[src/rtl/mems_spi_master_if.sv]
// mems_spi_master_if: request/response handshake plus SPI pins of mems_spi_master
// master modport (the SPI engine): in in_valid/in_data/in_cs/miso; out in_ready/sck/mosi/cs_n/busy/out_valid/out_data
// slave modport (the requester/bench side): the mirror image
interface mems_spi_master_if #(
  parameter int DATA_W = 24,
  parameter int NUM_CS = 4,
  parameter int CSW    = (NUM_CS > 1) ? $clog2(NUM_CS) : 1
);
  logic              in_valid;
  logic              in_ready;
  logic [DATA_W-1:0] in_data;
  logic [CSW-1:0]    in_cs;
  logic              miso;
  logic              sck;
  logic              mosi;
  logic [NUM_CS-1:0] cs_n;
  logic              busy;
  logic              out_valid;
  logic [DATA_W-1:0] out_data;
  modport master (input in_valid, in_data, in_cs, miso,
                  output in_ready, sck, mosi, cs_n, busy, out_valid, out_data);
  modport slave (output in_valid, in_data, in_cs, miso,
                 input in_ready, sck, mosi, cs_n, busy, out_valid, out_data);
endinterface

[src/rtl/mems_spi_master.sv]
// mems_spi_master: single-word SPI master with chip-select decode, CPOL/CPHA modes and inter-transfer gap
// ports: clk, rst (sync, active-high), bus (mems_spi_master_if.master: request handshake, SPI pins, result word)
module mems_spi_master #(
  parameter int DATA_W  = 24,
  parameter int CLK_DIV = 16,
  parameter int NUM_CS  = 4,
  parameter int CPOL    = 0,
  parameter int CPHA    = 0,
  parameter int CS_GAP  = 1
) (
  input logic clk,
  input logic rst,
  mems_spi_master_if.master bus
);
  localparam int H  = CLK_DIV / 2;
  localparam int BW = $clog2(DATA_W) + 1;
  localparam int CW = $clog2(CLK_DIV * (CS_GAP + 1) + 1);
  localparam logic [NUM_CS-1:0] ONE_CS = NUM_CS'(1);
  typedef enum logic [2:0] {IDLE, SETUP, TRANSFER, HOLD, GAP} state_t;
  state_t r_state, w_state;
  logic [CW-1:0] r_cnt, w_cnt;
  logic [BW-1:0] r_bit, w_bit;
  logic [DATA_W-1:0] r_tx, r_rx, r_out_data;
  logic [NUM_CS-1:0] r_cs_n = '1;
  logic r_sck, r_out_valid, w_end, w_acc;
  assign w_acc = (r_state == IDLE) && bus.in_valid;
  always_comb begin
    w_state = r_state;
    w_cnt = r_cnt + CW'(1);
    w_bit = r_bit;
    w_end = 1'b0;
    case (r_state)
      IDLE: begin
        w_cnt = '0;
        w_state = bus.in_valid ? SETUP : IDLE;
      end
      SETUP: if (r_cnt == CW'(H - 1)) begin
        w_state = TRANSFER;
        w_cnt = '0;
      end
      TRANSFER: if (r_cnt == CW'(CLK_DIV - 1)) begin
        w_cnt = '0;
        w_bit = (r_bit == BW'(DATA_W - 1)) ? '0 : r_bit + BW'(1);
        w_state = (r_bit == BW'(DATA_W - 1)) ? HOLD : TRANSFER;
      end
      HOLD: if (r_cnt == CW'(H - 1)) begin
        w_end = 1'b1;
        w_cnt = '0;
        w_state = (CS_GAP == 0) ? IDLE : GAP;
      end
      GAP: if (r_cnt == CW'(CLK_DIV * CS_GAP - 1)) begin
        w_state = IDLE;
        w_cnt = '0;
      end
      default: w_state = IDLE;
    endcase
  end
  always_ff @(posedge clk) begin
    if (rst) begin
      r_state <= IDLE;
      r_cnt <= '0;
      r_bit <= '0;
    end else begin
      r_state <= w_state;
      r_cnt <= w_cnt;
      r_bit <= w_bit;
    end
  end
  // sck is registered from the next state so it lines up with the counters;
  // both modes sample miso one cycle after the mid-period sck edge.
  always_ff @(posedge clk) begin
    if (rst) begin
      r_cs_n <= '1;
      r_sck <= CPOL[0];
      r_tx <= '0;
      r_rx <= '0;
      r_out_valid <= 1'b0;
      r_out_data <= '0;
    end else begin
      r_out_valid <= w_end;
      r_sck <= (w_state == TRANSFER) ? (CPOL[0] ^ CPHA[0] ^ (w_cnt >= CW'(H))) : CPOL[0];
      if (w_acc) begin
        r_cs_n <= ~(ONE_CS << bus.in_cs);
        r_tx <= bus.in_data;
      end else if (w_end) begin
        r_cs_n <= '1;
        r_tx <= '0;
        r_out_data <= r_rx;
      end else if (r_state == TRANSFER && w_state == TRANSFER && w_cnt == '0) begin
        r_tx <= r_tx << 1;
      end
      if (r_state == TRANSFER && r_cnt == CW'(H))
        r_rx <= {r_rx[DATA_W-2:0], bus.miso};
    end
  end
  assign bus.in_ready = (r_state == IDLE);
  assign bus.busy = (r_state != IDLE);
  assign bus.sck = r_sck;
  assign bus.mosi = r_tx[DATA_W-1];
  assign bus.cs_n = r_cs_n;
  assign bus.out_valid = r_out_valid;
  assign bus.out_data = r_out_data;
endmodule

[src/flat_wrapper.sv]
// flat-port wrapper written by rule: the top's interface ports become plain ports
module mems_spi_master_flat 
#(
  parameter int DATA_W  = 24,
  parameter int CLK_DIV = 16,
  parameter int NUM_CS  = 4,
  parameter int CPOL    = 0,
  parameter int CPHA    = 0,
  parameter int CS_GAP  = 1
)
  (clk, rst, bus_in_valid, bus_in_data, bus_in_cs, bus_miso, bus_in_ready, bus_sck, bus_mosi, bus_cs_n, bus_busy, bus_out_valid, bus_out_data);
  mems_spi_master_if #(.DATA_W(DATA_W), .NUM_CS(NUM_CS)) bus_i ();
  input logic clk;
  input logic rst;
  input wire logic [$bits(bus_i.in_valid)-1:0] bus_in_valid;
  input wire logic [$bits(bus_i.in_data)-1:0] bus_in_data;
  input wire logic [$bits(bus_i.in_cs)-1:0] bus_in_cs;
  input wire logic [$bits(bus_i.miso)-1:0] bus_miso;
  output wire logic [$bits(bus_i.in_ready)-1:0] bus_in_ready;
  output wire logic [$bits(bus_i.sck)-1:0] bus_sck;
  output wire logic [$bits(bus_i.mosi)-1:0] bus_mosi;
  output wire logic [$bits(bus_i.cs_n)-1:0] bus_cs_n;
  output wire logic [$bits(bus_i.busy)-1:0] bus_busy;
  output wire logic [$bits(bus_i.out_valid)-1:0] bus_out_valid;
  output wire logic [$bits(bus_i.out_data)-1:0] bus_out_data;
  assign bus_i.in_valid = bus_in_valid;
  assign bus_i.in_data = bus_in_data;
  assign bus_i.in_cs = bus_in_cs;
  assign bus_i.miso = bus_miso;
  assign bus_in_ready = bus_i.in_ready;
  assign bus_sck = bus_i.sck;
  assign bus_mosi = bus_i.mosi;
  assign bus_cs_n = bus_i.cs_n;
  assign bus_busy = bus_i.busy;
  assign bus_out_valid = bus_i.out_valid;
  assign bus_out_data = bus_i.out_data;
  mems_spi_master #(.DATA_W(DATA_W), .CLK_DIV(CLK_DIV), .NUM_CS(NUM_CS), .CPOL(CPOL), .CPHA(CPHA), .CS_GAP(CS_GAP)) u_core (.clk(clk), .rst(rst), .bus(bus_i));
endmodule
[config.mk]
export PLATFORM = sky130hd
export DESIGN_NAME = mems_spi_master_flat
export DESIGN_NICKNAME = d
export VERILOG_FILES = /design/src/rtl/mems_spi_master_if.sv /design/src/rtl/mems_spi_master.sv /design/src/flat_wrapper.sv
export SDC_FILE = /design/constraint.sdc
export NUM_CORES = 1
export LEC_CHECK = 0
export ABC_CLOCK_PERIOD_IN_PS = 2800
export CAP_MARGIN = 20
export CORE_MARGIN = 1.5
export CORE_UTILIZATION = 35
export CTS_BUF_LIST = sky130_fd_sc_hd__clkbuf_4 sky130_fd_sc_hd__clkbuf_8 sky130_fd_sc_hd__clkbuf_16
export DETAILED_ROUTE_END_ITERATION = 10
export PLACE_DENSITY = 0.59
export RECOVER_POWER = 25
export SLEW_MARGIN = 20
export SYNTH_ARGS = -nofsm -noshare
export SYNTH_HDL_FRONTEND = slang
export SYNTH_SLANG_ARGS = --single-unit
export TNS_END_PERCENT = 1
[constraint.sdc]
create_clock -name clk -period 2.8 [get_ports clk]
set_clock_uncertainty 0.1 [all_clocks]
set_input_delay 0.28 -clock clk [delete_from_list [all_inputs] [get_ports clk]]
set_output_delay 0.28 -clock clk [all_outputs]
set_load 0.005 [all_outputs]
### Word level (Yosys, flattened, before mapping)

Index checks and enable logic that the tools add are counted.

| word-level totals | value |
|---|---|
| bits in registers | 93 |
| input bits | 30 |
| output and inout bits | 33 |
| word-level logic and storage cells | 57 |

| cells by class | value |
|---|---|
| add/sub/neg operators | 2 |
| magnitude comparators | 1 |
| equality and inequality tests | 9 |
| shifts and indexed selects | 1 |
| muxes and demuxes | 18 |
| bitwise gates (word level) | 3 |
| reductions and logical operators | 14 |

Operators by type and width:

| kind | number |
|---|---|
| 24-bit 2-to-1 mux | 3 |
| 6-bit 2-to-1 mux | 3 |
| 6-bit case mux with 3 select lines | 1 |
| 3-bit case mux with 5 select lines | 1 |
| 6-bit by 1-bit adder with 6-bit output, second input constant | 2 |
| 6-bit by 4-bit == test with 1-bit output, second input constant | 2 |
| 3-bit 2-to-1 mux | 4 |
| 3-bit by 2-bit == test with 1-bit output, second input constant | 3 |
| 4-bit 2-to-1 mux | 2 |
| 6-bit by 3-bit == test with 1-bit output, second input constant | 1 |
| 6-bit by 5-bit == test with 1-bit output, second input constant | 1 |
| 6-bit by 4-bit >= comparator with 1-bit output, second input constant | 1 |
| 6-bit logical NOT | 1 |
| 3-bit nonzero test | 2 |
| 2-bit OR reduction | 3 |
| 1-bit logical AND | 4 |
| 1-bit 2-to-1 mux | 4 |
| 4-bit NOT | 1 |
| 2-bit AND reduction | 2 |
| 1-bit by 2-bit << shifter with 4-bit output, first input constant | 1 |
| 3-bit by 1-bit == test with 1-bit output, second input constant | 1 |
| 3-bit == test, second input constant | 1 |
| 3-bit logical NOT | 1 |
| 1-bit NOT | 2 |
| 2-bit nonzero test | 1 |

### Longest topological paths before layout

Gate-level depths: netlist (run 1).

| depth | value |
|---|---|
| word-level depth | 10 |
| depth in mapped cells | 10 |
| gate-level depth less buffers | 7 |

### Worst setup path after synthesis (run 1)

Ideal clock, no wire load.

| timing path | value |
|---|---|
| path type | reg2reg |
| start point | register u_core.r_cnt[0] |
| end point | register u_core.r_tx[20] |
| data arrival time | 1.866 ns |
| required time | 2.567 ns |
| path slack | 0.701 ns |
| stages on the path, launching flop included | 11 |
| buffers on the path | 3 |
| clock period less this slack | 2.099 ns |
| path through | dfxtp_1 > ha_1 > nor4bb_1 > buf_4 > nand3b_2 > a21boi_4 > o211ai_2 > buf_6 > buf_12 > a221oi_2 > a311oi_1 |

| on the way | value |
|---|---|
| cells in the longest elaborated chain, start to end | 7 |

RTL lines:

| item | line | text |
|---|---|---|
| start: declaration | mems_spi_master.sv:21 | `logic [CW-1:0] r_cnt, w_cnt;` |
| start signal: assignment | mems_spi_master.sv:65 | `r_cnt <= w_cnt;` |
| branches (longest 7 deep; another with 6-bit by 1-bit adder with 6-bit output) | - |  |
| end signal: assignment | mems_spi_master.sv:84 | `r_tx <= bus.in_data;` |
| end signal: assignment | mems_spi_master.sv:90 | `r_tx <= r_tx << 1;` |
| end: declaration | mems_spi_master.sv:23 | `logic [DATA_W-1:0] r_tx, r_rx, r_out_data;` |

Several ways; the timed one is not identified.
A chain may end at the register's enable or synchronous reset.

### Final worst setup path (run 1)

| timing path | value |
|---|---|
| start point | register u_core.r_cnt[0] |
| end point | register u_core.r_tx[8] |

The elaborated chain is that of the path after synthesis.

==> results of run 1 <==
[flip-flops by register name (all words and copies together), names as in the netlist]
name / flops
u_core.r_bit: 6
u_core.r_tx: 24
u_core.r_state: 3
u_core.r_rx: 24
u_core.bus.cs_n: 4
u_core.bus.out_valid: 1
u_core.bus.sck: 1
u_core.bus.out_data: 24
u_core.r_cnt: 6
[synthesized netlist by cell type (2+ instances only)]
cell type	number	area share (%)
a21oi_1	31	3.9
a221oi_1	17	3.8
a221oi_2	4	1.5
a22o_1	2	0.44
a311oi_1	24	5.3
a31oi_1	2	0.32
and2_1	2	0.32
and3_1	4	0.63
buf_2	13	1.6
buf_4	5	0.95
buf_6	3	0.86
clkbuf_1	12	1.1
dfxtp_1	93	47
dlygate4sd1_1	2	0.44
ha_1	3	0.95
inv_1	29	2.8
mux2i_1	25	6.3
nand2_1	60	5.7
nand2b_1	6	0.95
nand3_1	6	0.76
nand4_1	3	0.48
nor2_1	61	5.8
nor3_1	5	0.63
nor4bb_1	2	0.51
o21ai_0	4	0.51
or3_1	2	0.32
xnor2_1	4	0.89
xor2_1	5	1.1
[logic make-up after synthesis]
kind of cell / Yosys count
simple gates: 159
compound gates: 90
fa+ha+maj: 3
mux: 25
buf+inv: 65
xor+xnor: 9
flops: 93
[metrics by stage]
stage	power (mW)	utilization (%)
CTS	2.93	45.4
global route	3.01	45.4
finish	2.89	45.4
floorplan	1.53	-
detailed placement	1.61	42.4
global placement	1.61	42.4
[worst paths after layout]
kind | startpoint | to | slack, ps | cells past startpoint
worst min register to register | u_core.r_rx[23] | u_core.bus.out_data[23] | 350 | 2
worst max register to register | u_core.r_cnt[0] | u_core.r_tx[8] | 200 | 9
worst min-delay path | u_core.r_rx[23] | u_core.bus.out_data[23] | 350 | 2
worst max-delay path | u_core.r_cnt[0] | u_core.r_tx[8] | 200 | 9
[worst min-delay path, cell delays in order, from the launching register on]
cell     delay (ps)
dfxtp_1         310
nand2_1          50
a21oi_1          50
[layout by cell type, fill, tap and decap left out, types with 3 or more instances in the layout]
cell             instances
dfxtp_1                 93
nor2_1                  61
nand2_1                 60
clkdlybuf4s50_1         32
a21oi_1                 31
inv_1                   29
dlygate4sd3_1           29
mux2i_1                 25
a311oi_1                24
a221oi_1                17
clkbuf_16                9
buf_4                    7
nand2b_1                 6
nand3_1                  6
xor2_1                   5
nor3_1                   4
xnor2_1                  4
o21ai_0                  4
and3_1                   4
a221oi_2                 4
nand4_1                  3
ha_1                     3
[cell type report]
cell class / count / share of cell area (%)
clock buffer: 9 / 4.54
clock inverter: 7 / 1.97
inverter: 29 / 2.19
multi-input combinational: 287 / 35.9
sequential: 93 / 37.5
tap: 140 / 3.53
timing repair buffer: 72 / 14.3
[power breakdown]
group	internal (mW)	total, mW	switching (mW)
registers	1.35	1.37	0.0124
clock network	0.786	1.31	0.521
logic	0.100	0.218	0.117
[metal layers]
layer | global-route usage [%] | vias up
met2 | 23.8 | 75
met1 | 20.2 | 1530
met5 | 0 | -
met3 | 3.35 | 10
li1 | - | 1643
met4 | 6.68 | 0
==> flow_summary_export.csv, run 1 <==
group,metric,value,unit
placement,port_buffers,62,
clock_network,cts_buffer_depth,2,
route,wl_met2,3.98,mm
floorplanning,fp.dieW,109,um
sta,period_share,92.8,%
floorplanning,core,10900,um2
route,routedWlPerCell,14.0,um
final_layout,diodes,0,
route,dr_wl_met3,457,um
power_and_ir_drop,pwr_density_cell,582,nW/um2
critical_path,worstSetupStartpointType,"flop",
worst_hold_path,min_path_type,"reg -> reg",
route,wl_met1,4.34,mm
logic_synthesis,synth_top_family_by_area,"simple AND/OR/NAND/NOR gates",
critical_path,setup.worst_path.end_class,"flop",
clock_network,numCtsBuffers,9,
route,drt-vias-per-instance,5.11,
clock_network,clk_latency,340,ps
logic_synthesis,yosys.area_share.xor_xnor,2.00,%
route,drcViolationCount,0,
logic_synthesis,synth.avg_cell_area,8.89,um2
global_route,grt_usage,15.3,%
clock_network,clock_sinks,93,
placement,gp_congestion,0.746,
critical_path,slowest_delay,470,ps
sta,period_needed,2600,ps
logic_synthesis,seq_area_frac_synth,47.1,%
logic_synthesis,yosys-mux-area-fraction,6.34,%
logic_synthesis,synth-edff-count,0,
placement,placement.cell_area,4640,um2
route,wirelength,8.92,mm
placement,place_inst,620,
final_layout,multi_input_area,1780,um2
route,via_count,3258,
logic_synthesis,synth_nets,477,
route,ant_nets,0,
floorplanning,dieArea,11900,um2
critical_path,path_buf_inv,2,
floorplanning,initial_core_util,36.1,%
sta,setup-violations-final,0,
global_route,grt_overflow,0,
final_layout,fillers,1086,
sta,slew_viol_final,0,
clock_network,cts_setup_buffers,0,
power_and_ir_drop,cellLeakagePower,1.98,nW
critical_path,arrival,2740,ps
clock_network,clk_pin_slew,70,ps
critical_path,cp.required,2940,ps
critical_path,critPathKind,"reg -> reg",
clock_network,cts_root_buffer,"clkbuf_16",
final_layout,area_growth,25.7,%
clock_network,cts_tree,"done",
final_layout,layout.nets,525,
clock_network,post_cts_resized,0,
clock_network,ctsHtreeMaxLevel,3,
logic_synthesis,synth_ff_type,"dfxtp_1",
logic_synthesis,ys_types,43,
sta,setup_ws,202,ps
logic_synthesis,ys_warn_count,0,
floorplanning,ioPinCount,63,
route,routed.top_layer,"met4",
logic_synthesis,synth_compound_area_share,17.4,%
sta,timing.slew.headroom,29.8,%
final_layout,seq_area,1860,um2
floorplanning,fp.dieH,109,um
logic_synthesis,synth-adder-area-share,0.951,%
final_layout,layout-drive-gt1-share,7.85,%
placement,place_hpwl,5.42,mm
power_and_ir_drop,peakVddDrop,259,uV
global_route,grt_max_degree,50,
logic_synthesis,synthSimpleGateAreaFrac,17.9,%
critical_path,cpLargestDelayFamily,"compound AO/OA/AOI/OAI gates",
critical_path,cp_cell_sequence,"ha_1, nor4bb_1, buf_4, a31oi_1, nand3_1, o211ai_4, buf_12, a221oi_1, a311oi_1",
route,dr.pass1.iters,4,
floorplanning,num_rows,38,
outcome,status,"completed",
logic_synthesis,netlist_instances,444,
sta,fin_tns_setup,0,ps
route,detail_route.iter0.violations,118,
global_route,grt_pass1_vias,3045,
logic_synthesis,synth_area,3950,um2
sta,worst_pin_slew,1050,ps
final_layout,stdcell_count,637,
logic_synthesis,async_flop_share,0,%
critical_path,slowest_stage,"o211ai_4",
clock_network,cts-hold-fix-buffers,0,
sta,whs,351,ps
sta,hold_viol,0,
critical_path,crit_fanout,35,
global_route,grt_pass1_wl,14.3,mm
sta,rsz0062_at_grt,"no",
final_layout,fin_area,4960,um2
logic_synthesis,synth-seq-cells,93,
flow_run,max_cap_viol_count,0,
sta,fmaxAchievable,385,MHz
placement,place_ws,167,ps
global_route,antenna_found_initial,0,
(Power assumes the default switching activity.)
==> run 2, diff against run 1 <==
--- a/config.mk
+++ b/config.mk
@@ -11,7 +11,7 @@
 export CORE_UTILIZATION = 35
 export CTS_BUF_LIST = sky130_fd_sc_hd__clkbuf_4 sky130_fd_sc_hd__clkbuf_8 sky130_fd_sc_hd__clkbuf_16
 export DETAILED_ROUTE_END_ITERATION = 10
-export PLACE_DENSITY = 0.59
+export PLACE_DENSITY_LB_ADDON = 0.08
 export RECOVER_POWER = 25
 export SLEW_MARGIN = 20
 export SYNTH_ARGS = -nofsm -noshare
==> run 2 against run 1 <==
Net effect: die area unchanged; register-to-register slack better by 20 ps; clock power is 7% lower; global-route usage is 0.061 points lower; sequential share of layout area increased by 0.35 points; power down 3.0%; final cell count stayed put; routed wire length fell by 3.9%; flip-flop and latch count stayed put; utilization is 0.42 points lower; count of clock-buffer cells in the layout up 2.
==> flow_summary_export.csv, run 2 (synthesis gave the netlist of run 1 again) <==
group,metric,value,unit
outcome,status,"completed",
global_route,grt_usage,15.2,%
power_and_ir_drop,power_frac_comb,7.6,%
clock_network,clk_latency,340,ps
clock_network,clk_pin_slew,60,ps
route,dr.pass1.iters,4,
route,wirelength,8.58,mm
global_route,grt_pass1_wl,14.1,mm
power_and_ir_drop,swShare,22.6,%
clock_network,cts-hold-fix-buffers,0,
flow_run,max_cap_viol_count,0,
sta,timing.slew.headroom,30.4,%
critical_path,setup.worst_path.end_class,"flop",
clock_network,ctsHtreeMaxLevel,3,
sta,setup-violations-final,0,
final_layout,layout-drive-gt1-share,7.85,%
sta,worst_pin_slew,1040,ps
power_and_ir_drop,cellLeakagePower,1.97,nW
floorplanning,fp.dieW,109,um
floorplanning,dieArea,11900,um2
critical_path,arrival,2720,ps
final_layout,multi_input_area,1780,um2
route,ant_nets,0,
floorplanning,ioPinCount,63,
final_layout,fin_area,4920,um2
power_and_ir_drop,p_clk_share,43.7,%
sta,rsz0062_at_grt,"no",
route,detail_route.iter0.violations,166,
floorplanning,initial_core_util,36.1,%
sta,period_needed,2580,ps
global_route,grt_max_degree,50,
sta,fmaxAchievable,388,MHz
clock_network,cts_root_buffer,"clkbuf_16",
final_layout,diodes,0,
route,drcViolationCount,0,
final_layout,seq_area,1860,um2
sta,fin_tns_setup,0,ps
route,routedWlPerCell,13.5,um
placement,port_buffers,62,
global_route,grt_pass1_vias,2948,
power_and_ir_drop,pwr_density_cell,570,nW/um2
placement,placement.cell_area,4620,um2
clock_network,cts_tree,"done",
worst_hold_path,min_path_type,"reg -> reg",
power_and_ir_drop,power.internal,2.17,mW
power_and_ir_drop,p_sw,0.635,mW
final_layout,layout_common_cells,"dfxtp_1, nor2_1, nand2_1",
floorplanning,core,10900,um2
critical_path,worstSetupStartpointType,"flop",
clock_network,post_cts_resized,0,
power_and_ir_drop,pwr-share-seq,48.7,%
route,drt-vias-per-instance,5.02,
placement,gp_congestion,0.768,
critical_path,cp.required,2940,ps
placement,place_ws,290,ps
floorplanning,num_rows,38,
final_layout,fillers,1132,
clock_network,cts_setup_buffers,0,
sta,slew_viol_final,0,
route,via_count,3200,
placement,place_hpwl,5.51,mm
critical_path,critPathKind,"reg -> reg",
sta,setup_ws,222,ps
sta,period_share,92.1,%
final_layout,area_growth,24.6,%
final_layout,final_common_cell,"dfxtp_1",
global_route,grt_overflow,0,
global_route,antenna_found_initial,0,
final_layout,utilization,45.0,%
clock_network,clock_sinks,93,
power_and_ir_drop,report.power.total,2.80,mW
critical_path,crit_fanout,49,
clock_network,cts_buffer_depth,2,
sta,hold_viol,0,
power_and_ir_drop,peakVddDrop,361,uV
clock_network,numCtsBuffers,9,
final_layout,layout.nets,525,
floorplanning,fp.dieH,109,um
-- run 2: power by group through the flow --
stage	registers, mW	clock network, mW	logic [mW]
floorplan	1.39	0	0.134
global placement	1.40	0	0.214
detailed placement	1.40	0	0.216
CTS	1.37	1.28	0.217
global route	1.37	1.32	0.235
finish	1.37	1.22	0.213
-- run 2: worst paths after layout --
check / from / endpoint / slack [ps] / cells after the start
setup reg to reg: u_core.r_cnt[3] / u_core.r_tx[1] / 220 / 6
hold reg to reg: u_core.bus.out_data[0] / u_core.bus.out_data[0] / 350 / 2
hold / removal: u_core.bus.out_data[0] / u_core.bus.out_data[0] / 350 / 2
setup / recovery: u_core.r_cnt[3] / u_core.r_tx[1] / 220 / 6
-- run 2: through the flow --
step / cells / hold slack [ps]
6_report: 637 / 349
5_1_grt: 637 / 374
4_1_cts: 637 / 356
3_5_place_dp: 621 / 347
3_3_place_gp: 621 / 342
2_1_floorplan: 444 / 269
-- run 2: layer usage --
layer,vias to the layer above,part of all wire [%],global-route usage [%]
met2,58,43,22.7
met3,9,4.1,3.65
li1,1641,-,-
met1,1492,51,20.4
met4,0,1.4,7.51
met5,-,0,0
-- run 2: final cells by class --
| type | instances | area share, % |
|---|---|---|
| clock inverter | 5 | 1.22 |
| tap | 140 | 3.56 |
| sequential | 93 | 37.9 |
| inverter | 29 | 2.21 |
| timing repair buffer | 73 | 14.1 |
| multi-input combinational | 286 | 36.1 |
| clock buffer | 11 | 4.88 |
-- run 2: worst max-delay path, stage by stage, from the launching register on --
cell      delay [ps]
dfxtp_1          570
nor3b_1          160
and3_1           260
nor2_4           790
a22o_1           240
a21oi_1           40
a311oi_1         310
==> run 3, diff against run 2 <==
--- a/config.mk
+++ b/config.mk
@@ -17,4 +17,4 @@
 export SYNTH_ARGS = -nofsm -noshare
 export SYNTH_HDL_FRONTEND = slang
 export SYNTH_SLANG_ARGS = --single-unit
-export TNS_END_PERCENT = 1
+export TNS_END_PERCENT = 20
==> results of run 3 <==
The final DEF is identical to that of run 2; final timing and power are the same.
